$ cat src/rtl/counter_arbiter_if.sv
// Request/grant bundle between the stimulus engines and the shared interval counter.
interface counter_arbiter_if #(
  parameter int N_REQ = 4,
  parameter int WIDTH = 16
);
  localparam int ID_W = $clog2(N_REQ);

  logic [N_REQ-1:0]       req;
  logic [N_REQ*WIDTH-1:0] delay;
  logic [N_REQ-1:0]       grant;
  logic [N_REQ-1:0]       done;
  logic                   aborted;
  logic                   busy;
  logic [WIDTH-1:0]       count;
  logic [ID_W-1:0]        active_id;

  // Requester side: drives requests and delays, observes the arbiter.
  modport master (
    output req, delay,
    input  grant, done, aborted, busy, count, active_id
  );

  // Arbiter side: samples requests, drives grant and interval status.
  modport slave (
    input  req, delay,
    output grant, done, aborted, busy, count, active_id
  );
endinterface

$ cat src/rtl/counter_arbiter.sv
// Round-robin shared interval counter: one requester at a time owns a
// prescaled up-counter that runs for the delay latched at grant time.
module counter_arbiter #(
  parameter int N_REQ    = 4,
  parameter int WIDTH    = 16,
  parameter int PRESCALE = 1
) (
  input  logic             clk,
  input  logic             reset,
  counter_arbiter_if.slave bus
);
  localparam int ID_W = $clog2(N_REQ);
  localparam int CW   = ID_W + 1;  // wide enough for last+1+k before wrapping
  localparam int PW   = (PRESCALE > 1) ? $clog2(PRESCALE) : 1;

  localparam logic [PW-1:0]   PRESC_LAST = PW'(PRESCALE - 1);
  localparam logic [ID_W-1:0] LAST_RST   = ID_W'(N_REQ - 1);

  typedef enum logic [1:0] {
    IDLE = 2'd0,
    RUN  = 2'd1,
    DONE = 2'd2
  } state_t;

  state_t            state_q, state_d;
  logic [N_REQ-1:0]  grant_q, grant_d;
  logic [N_REQ-1:0]  done_q, done_d;
  logic              aborted_q, aborted_d;
  logic              busy_q, busy_d;
  logic [WIDTH-1:0]  count_q, count_d;
  logic [PW-1:0]     presc_q, presc_d;
  logic [ID_W-1:0]   active_id_q, active_id_d;
  logic [ID_W-1:0]   last_q, last_d;
  logic [WIDTH-1:0]  dlat_q, dlat_d;

  // Per-requester views of the flattened delay bus and of the winner.
  logic [WIDTH-1:0]  delay_arr [N_REQ];
  logic [N_REQ-1:0]  win_onehot;
  logic              win_found;
  logic [ID_W-1:0]   win_id;
  logic [CW-1:0]     cand;

  for (genvar gi = 0; gi < N_REQ; gi++) begin : g_req
    assign delay_arr[gi]  = bus.delay[gi*WIDTH +: WIDTH];
    assign win_onehot[gi] = win_found && (win_id == ID_W'(gi));
  end

  // Round-robin pick: first requesting index scanning upward from last+1 with wrap.
  always_comb begin
    win_found = 1'b0;
    win_id    = '0;
    cand      = '0;
    for (int k = 0; k < N_REQ; k++) begin
      cand = {1'b0, last_q} + CW'(k + 1);
      if (cand >= CW'(N_REQ)) begin
        cand = cand - CW'(N_REQ);
      end
      if (!win_found && bus.req[cand[ID_W-1:0]]) begin
        win_found = 1'b1;
        win_id    = cand[ID_W-1:0];
      end
    end
  end

  // Next-state and next-output logic; done/aborted are single-cycle pulses.
  always_comb begin
    state_d     = state_q;
    grant_d     = grant_q;
    done_d      = '0;
    aborted_d   = 1'b0;
    busy_d      = busy_q;
    count_d     = count_q;
    presc_d     = presc_q;
    active_id_d = active_id_q;
    last_d      = last_q;
    dlat_d      = dlat_q;

    unique case (state_q)
      IDLE: begin
        grant_d = '0;
        busy_d  = 1'b0;
        count_d = '0;
        presc_d = '0;
        if (win_found) begin
          grant_d     = win_onehot;
          active_id_d = win_id;
          last_d      = win_id;
          dlat_d      = delay_arr[win_id];
          busy_d      = 1'b1;
          if (delay_arr[win_id] == '0) begin
            // Zero-length interval: skip RUN, report completion right away.
            state_d = DONE;
            done_d  = win_onehot;
          end else begin
            // count shows the tick in progress, so the first RUN cycle reads 1.
            state_d = RUN;
            count_d = WIDTH'(1);
          end
        end
      end

      RUN: begin
        if (!bus.req[active_id_q]) begin
          state_d   = IDLE;
          aborted_d = 1'b1;
          grant_d   = '0;
          busy_d    = 1'b0;
          count_d   = '0;
          presc_d   = '0;
        end else if (presc_q == PRESC_LAST) begin
          presc_d = '0;
          if (count_q == dlat_q) begin
            state_d = DONE;
            done_d  = grant_q;
          end else begin
            count_d = count_q + WIDTH'(1);
          end
        end else begin
          presc_d = presc_q + PW'(1);
        end
      end

      DONE: begin
        // req is ignored here; the owner is released unconditionally.
        state_d = IDLE;
        grant_d = '0;
        busy_d  = 1'b0;
        count_d = '0;
        presc_d = '0;
      end

      default: begin
        state_d = IDLE;
        grant_d = '0;
        busy_d  = 1'b0;
        count_d = '0;
        presc_d = '0;
      end
    endcase
  end

  // State and output registers; reset drops any interval without a pulse.
  always_ff @(posedge clk) begin
    if (reset) begin
      state_q     <= IDLE;
      grant_q     <= '0;
      done_q      <= '0;
      aborted_q   <= 1'b0;
      busy_q      <= 1'b0;
      count_q     <= '0;
      presc_q     <= '0;
      active_id_q <= '0;
      last_q      <= LAST_RST;
      dlat_q      <= '0;
    end else begin
      state_q     <= state_d;
      grant_q     <= grant_d;
      done_q      <= done_d;
      aborted_q   <= aborted_d;
      busy_q      <= busy_d;
      count_q     <= count_d;
      presc_q     <= presc_d;
      active_id_q <= active_id_d;
      last_q      <= last_d;
      dlat_q      <= dlat_d;
    end
  end

  assign bus.grant     = grant_q;
  assign bus.done      = done_q;
  assign bus.aborted   = aborted_q;
  assign bus.busy      = busy_q;
  assign bus.count     = count_q;
  assign bus.active_id = active_id_q;

endmodule

$ cat src/flat_wrapper.sv
// flat-port wrapper written by rule: the top's interface ports become plain ports
module counter_arbiter_flat 
#(
  parameter int N_REQ    = 4,
  parameter int WIDTH    = 16,
  parameter int PRESCALE = 1
)
  (clk, reset, bus_req, bus_delay, bus_grant, bus_done, bus_aborted, bus_busy, bus_count, bus_active_id);
  counter_arbiter_if #(.N_REQ(N_REQ), .WIDTH(WIDTH)) bus_i ();
  input  logic clk;
  input  logic reset;
  input wire logic [$bits(bus_i.req)-1:0] bus_req;
  input wire logic [$bits(bus_i.delay)-1:0] bus_delay;
  output wire logic [$bits(bus_i.grant)-1:0] bus_grant;
  output wire logic [$bits(bus_i.done)-1:0] bus_done;
  output wire logic [$bits(bus_i.aborted)-1:0] bus_aborted;
  output wire logic [$bits(bus_i.busy)-1:0] bus_busy;
  output wire logic [$bits(bus_i.count)-1:0] bus_count;
  output wire logic [$bits(bus_i.active_id)-1:0] bus_active_id;
  assign bus_i.req = bus_req;
  assign bus_i.delay = bus_delay;
  assign bus_grant = bus_i.grant;
  assign bus_done = bus_i.done;
  assign bus_aborted = bus_i.aborted;
  assign bus_busy = bus_i.busy;
  assign bus_count = bus_i.count;
  assign bus_active_id = bus_i.active_id;
  counter_arbiter #(.N_REQ(N_REQ), .WIDTH(WIDTH), .PRESCALE(PRESCALE)) u_core (.clk(clk), .reset(reset), .bus(bus_i));
endmodule
$ cat config.mk
export PLATFORM = sky130hd
export DESIGN_NAME = counter_arbiter_flat
export DESIGN_NICKNAME = d
export VERILOG_FILES = /design/src/rtl/counter_arbiter_if.sv /design/src/rtl/counter_arbiter.sv /design/src/flat_wrapper.sv
export SDC_FILE = /design/constraint.sdc
export NUM_CORES = 1
export LEC_CHECK = 0
export ABC_AREA = 1
export ABC_CLOCK_PERIOD_IN_PS = 3200
export CORE_ASPECT_RATIO = 1.5
export CORE_MARGIN = 3
export CORE_UTILIZATION = 40
export DETAILED_ROUTE_END_ITERATION = 8
export HOLD_SLACK_MARGIN = 0.06
export PLACE_DENSITY = 0.81
export SYNTH_ARGS = -nofsm -noshare
export SYNTH_HDL_FRONTEND = slang
export SYNTH_SLANG_ARGS = --single-unit
export TNS_END_PERCENT = 30
$ cat constraint.sdc
create_clock -name clk -period 3.2 [get_ports clk]
set_clock_uncertainty 0.1 [all_clocks]
set_input_delay 0.96 -clock clk [delete_from_list [all_inputs] [get_ports clk]]
set_output_delay 0.96 -clock clk [all_outputs]
set_load 0.02 [all_outputs]
==> out/metrics.yaml, run 1 <==
floorplanning:
  core_area_um2: 7760
  start_util_pct: 42.0
  die_w_um: 79.7
  dieArea_um2: 9280
  rows: 39
  die_height_um: 116
  ios: 98
detailed_routing:
  drt_first_pass_iters: 5
  vias_per_cell: 4.91
  dr.first_iter.drc_count: 122
  wl_per_cell_um: 12.7
  vias: 3739
  route.detailed.drc: 0
  drt_wl_total_mm: 9.68
  ant_nets: 0
timing:
  slew_viol_final: 0
  period_share_pct: 93.7
  tightest_slew_ns: 0.495
  setup_slack_ns: 0.201
  fin_crit_ns: 3.00
  rsz0062_at_grt: "false"
  fmax_mhz: 333
  setup_viol: 0
  relSlewSlack_pct: 66.7
  hold_slack_ns: 0.369
  hold_viol_final: 0
clocking:
  ctsLongestPathBuffers: 2
  cts_hold_buf: 0
  cts_buffers: 5
  cts.clk_slew.worst_paths_ns: 0.07
  cts_tree: "done"
  htreeDepth: 2
  clock_sinks: 49
  cts_root_buf: "clkbuf_16"
  clk_latency_ns: 0.29
power:
  ir_drop_mv: 0.893
  leakage_nw: 2.17
  powerDensity_nw_per_um2: 997
synth:
  syn-num-nets: 606
  yosys.area.top_type: "dfxtp_1"
  synthTopCellsByArea: "dfxtp_1, nand2_1, nor2_1"
  synth-edff-count: 0
  yosys-top-cells-count: "nand2_1, nor2_1, inv_1"
  synth_seq_cells: 49
  synth_compound_area_share_pct: 9.72
  synthMuxAreaShare_pct: 0
  seq_area_frac_synth_pct: 30.1
  synth.avg_cell_area_um2: 6.09
  synth.most_common_cell: "nand2_1"
  synth-async-reset-ratio_pct: 0
  synth_warnings: 0
  syn_area_um2: 3260
  synthSimpleGateAreaFrac_pct: 44.9
  synth_top_family_by_area: "simple AND/OR/NAND/NOR gates"
  synth_cell_types: 35
  synthCells: 535
  yosysTopAreaCellShare_pct: 30.1
  synth_fa_ha_area_share_pct: 0.384
  synth_ff_type: "dfxtp_1"
  synth_xor_area_share_pct: 4.04
worst_setup_path:
  arrival_ns: 3.08
  regToRegStartpoint: "u_core.last_q[0]"
  startpoint: "bus_req[3]"
  crit_fanout: 17
  crit_required_ns: 3.28
  ff2ff_setup_slack_ns: 0.55
  r2r-end: "u_core.bus.count[0]"
  endpoint_kind: "flip-flop"
  crit_type: "in2reg"
  reg2reg_depth: 21
  start_kind: "input port"
finish:
  final_cell_count_no_fill: 761
  fillers: 713
  seqCellArea_um2: 981
  area_growth_pct: 44.3
  nets: 729
  postLayoutCoreUtil_pct: 60.6
  multiInputGateArea_um2: 1950
  antenna_cells: 0
  drive_gt1_share_pct: 12.9
  finalInstanceArea_um2: 4700
placed_design:
  place_hpwl_mm: 7.73
  dp_cells: 750
  portBuffers: 97
  place_worst_setup_slack_ns: -0.386
  dpl_cell_area_um2: 4500
  place_congestion: 0.944
hold_path:
  hp-start: "u_core.bus.busy"
  hold_class: "reg2reg"
  hold_end: "u_core.bus.busy"
  hold_depth: 2
global_route:
  antenna_found_initial: 0
  grt_overflow: 0
  grt_pass1_wl_mm: 15.8
  grt_pass1_vias: 3575
  grt_max_degree: 29
  grtUsageTotal_pct: 21.1
outcome:
  status: "finished clean"
run:
  cap_violations: 0
layer usage:
| layer | global-route usage, % | share of wire (%) | vias to the layer above |
|---|---|---|---|
| li1 | - | - | 1935 |
| met1 | 22.8 | 39 | 1695 |
| met2 | 39.9 | 54 | 87 |
| met3 | 2.08 | 3.2 | 22 |
| met4 | 10.6 | 3.4 | 0 |
| met5 | 0 | 0 | - |
final cells by class:
| type | count | area share, % |
|---|---|---|
| Timing Repair Buffer | 133 | 27.1 |
| Clock buffer | 5 | 2.66 |
| Inverter | 57 | 4.66 |
| Clock inverter | 3 | 0.479 |
| Tap cell | 102 | 2.72 |
| Sequential cell | 49 | 20.9 |
| Multi-Input combinational cell | 412 | 41.5 |
placed cells by master, fill, tap and decap left out, types with 15 or more instances in the layout:
cell type	count
nor2_1	54
nor3_1	15
inv_1	51
o21ai_0	22
nand2_1	198
dfxtp_1	49
a21oi_1	27
nand3_1	28
buf_4	31
clkdlybuf4s50_1	93
kinds of logic (layout without fill, tap and decap cells):
family,Yosys count,after routing
compound gates,58,58
xor+xnor,15,15
fa+ha+maj,1,1
buf+inv,74,198
flops,49,49
other cells,1,1
simple gates,337,337
critical path: stages:
cell and delay, ns:
dlygate4sd2_1 0.26, inv_1 0.07, nand2_2 0.06, nand3_2 0.09, nand2_1 0.09, nor2_2 0.14, buf_4 0.13, nand2_2 0.06
nor3_4 0.17, nor2_4 0.08, buf_12 0.15, nand2_1 0.06, nand2_1 0.07, nor2_2 0.13, nand2_1 0.08, nor2_2 0.13
nand2_2 0.09, nand2_2 0.07, nand2_1 0.05, nand2_1 0.06, a21oi_2 0.05
worst max-delay path by stage:
stage | slack (ns) | depth (start not counted) | to
detailed placement | -0.39 | 22 | u_core.bus.count[0]
global route | 0.002 | 21 | u_core.bus.done[1]
global placement | -0.30 | 22 | u_core.bus.count[0]
finish | 0.20 | 21 | u_core.bus.count[0]
floorplan | 0.44 | 22 | u_core.bus.count[0]
CTS | 0.14 | 21 | u_core.bus.count[0]
metrics by stage:
stage | power, mW | setup TNS [ns]
2_1_floorplan | 3.03 | 0
3_3_place_gp | 3.94 | -1.71
3_5_place_dp | 4.02 | -2.45
4_1_cts | 4.58 | 0
5_1_grt | 5.13 | 0
6_report | 4.69 | 0
what timing repair did:
item	in CTS	in global routing
setup buffers	0	3
resized for setup	8	7
pin swaps	3	9
setup endpoints to repair	5	5
state kept, by name (all words and copies together), names as in the netlist:
name	count
u_core.bus.aborted	1
u_core.bus.active_id	2
u_core.presc_q	1
u_core.bus.count	16
u_core.last_q	2
u_core.bus.done	4
u_core.bus.grant	4
u_core.state_q	2
u_core.dlat_q	16
u_core.bus.busy	1
power breakdown:
group / internal (mW) / leakage (nW) / switching, mW
logic: 1.40 / 1.70 / 1.89
clock network: 0.289 / 0.0621 / 0.236
registers: 0.755 / 0.402 / 0.118
No activity file was read; power rests on OpenSTA's default activity.
==> run 2, diff against run 1 <==
CTS_CLUSTER_DIAMETER = 50   (was default)
==> results of run 2 <==
Final layout, timing and power as in run 1 (identical DEF).
==> run 3, diff against run 2 <==
SLEW_MARGIN = 20   (was default)
==> results of run 3 <==
Final layout, timing and power as in run 1 (identical DEF).
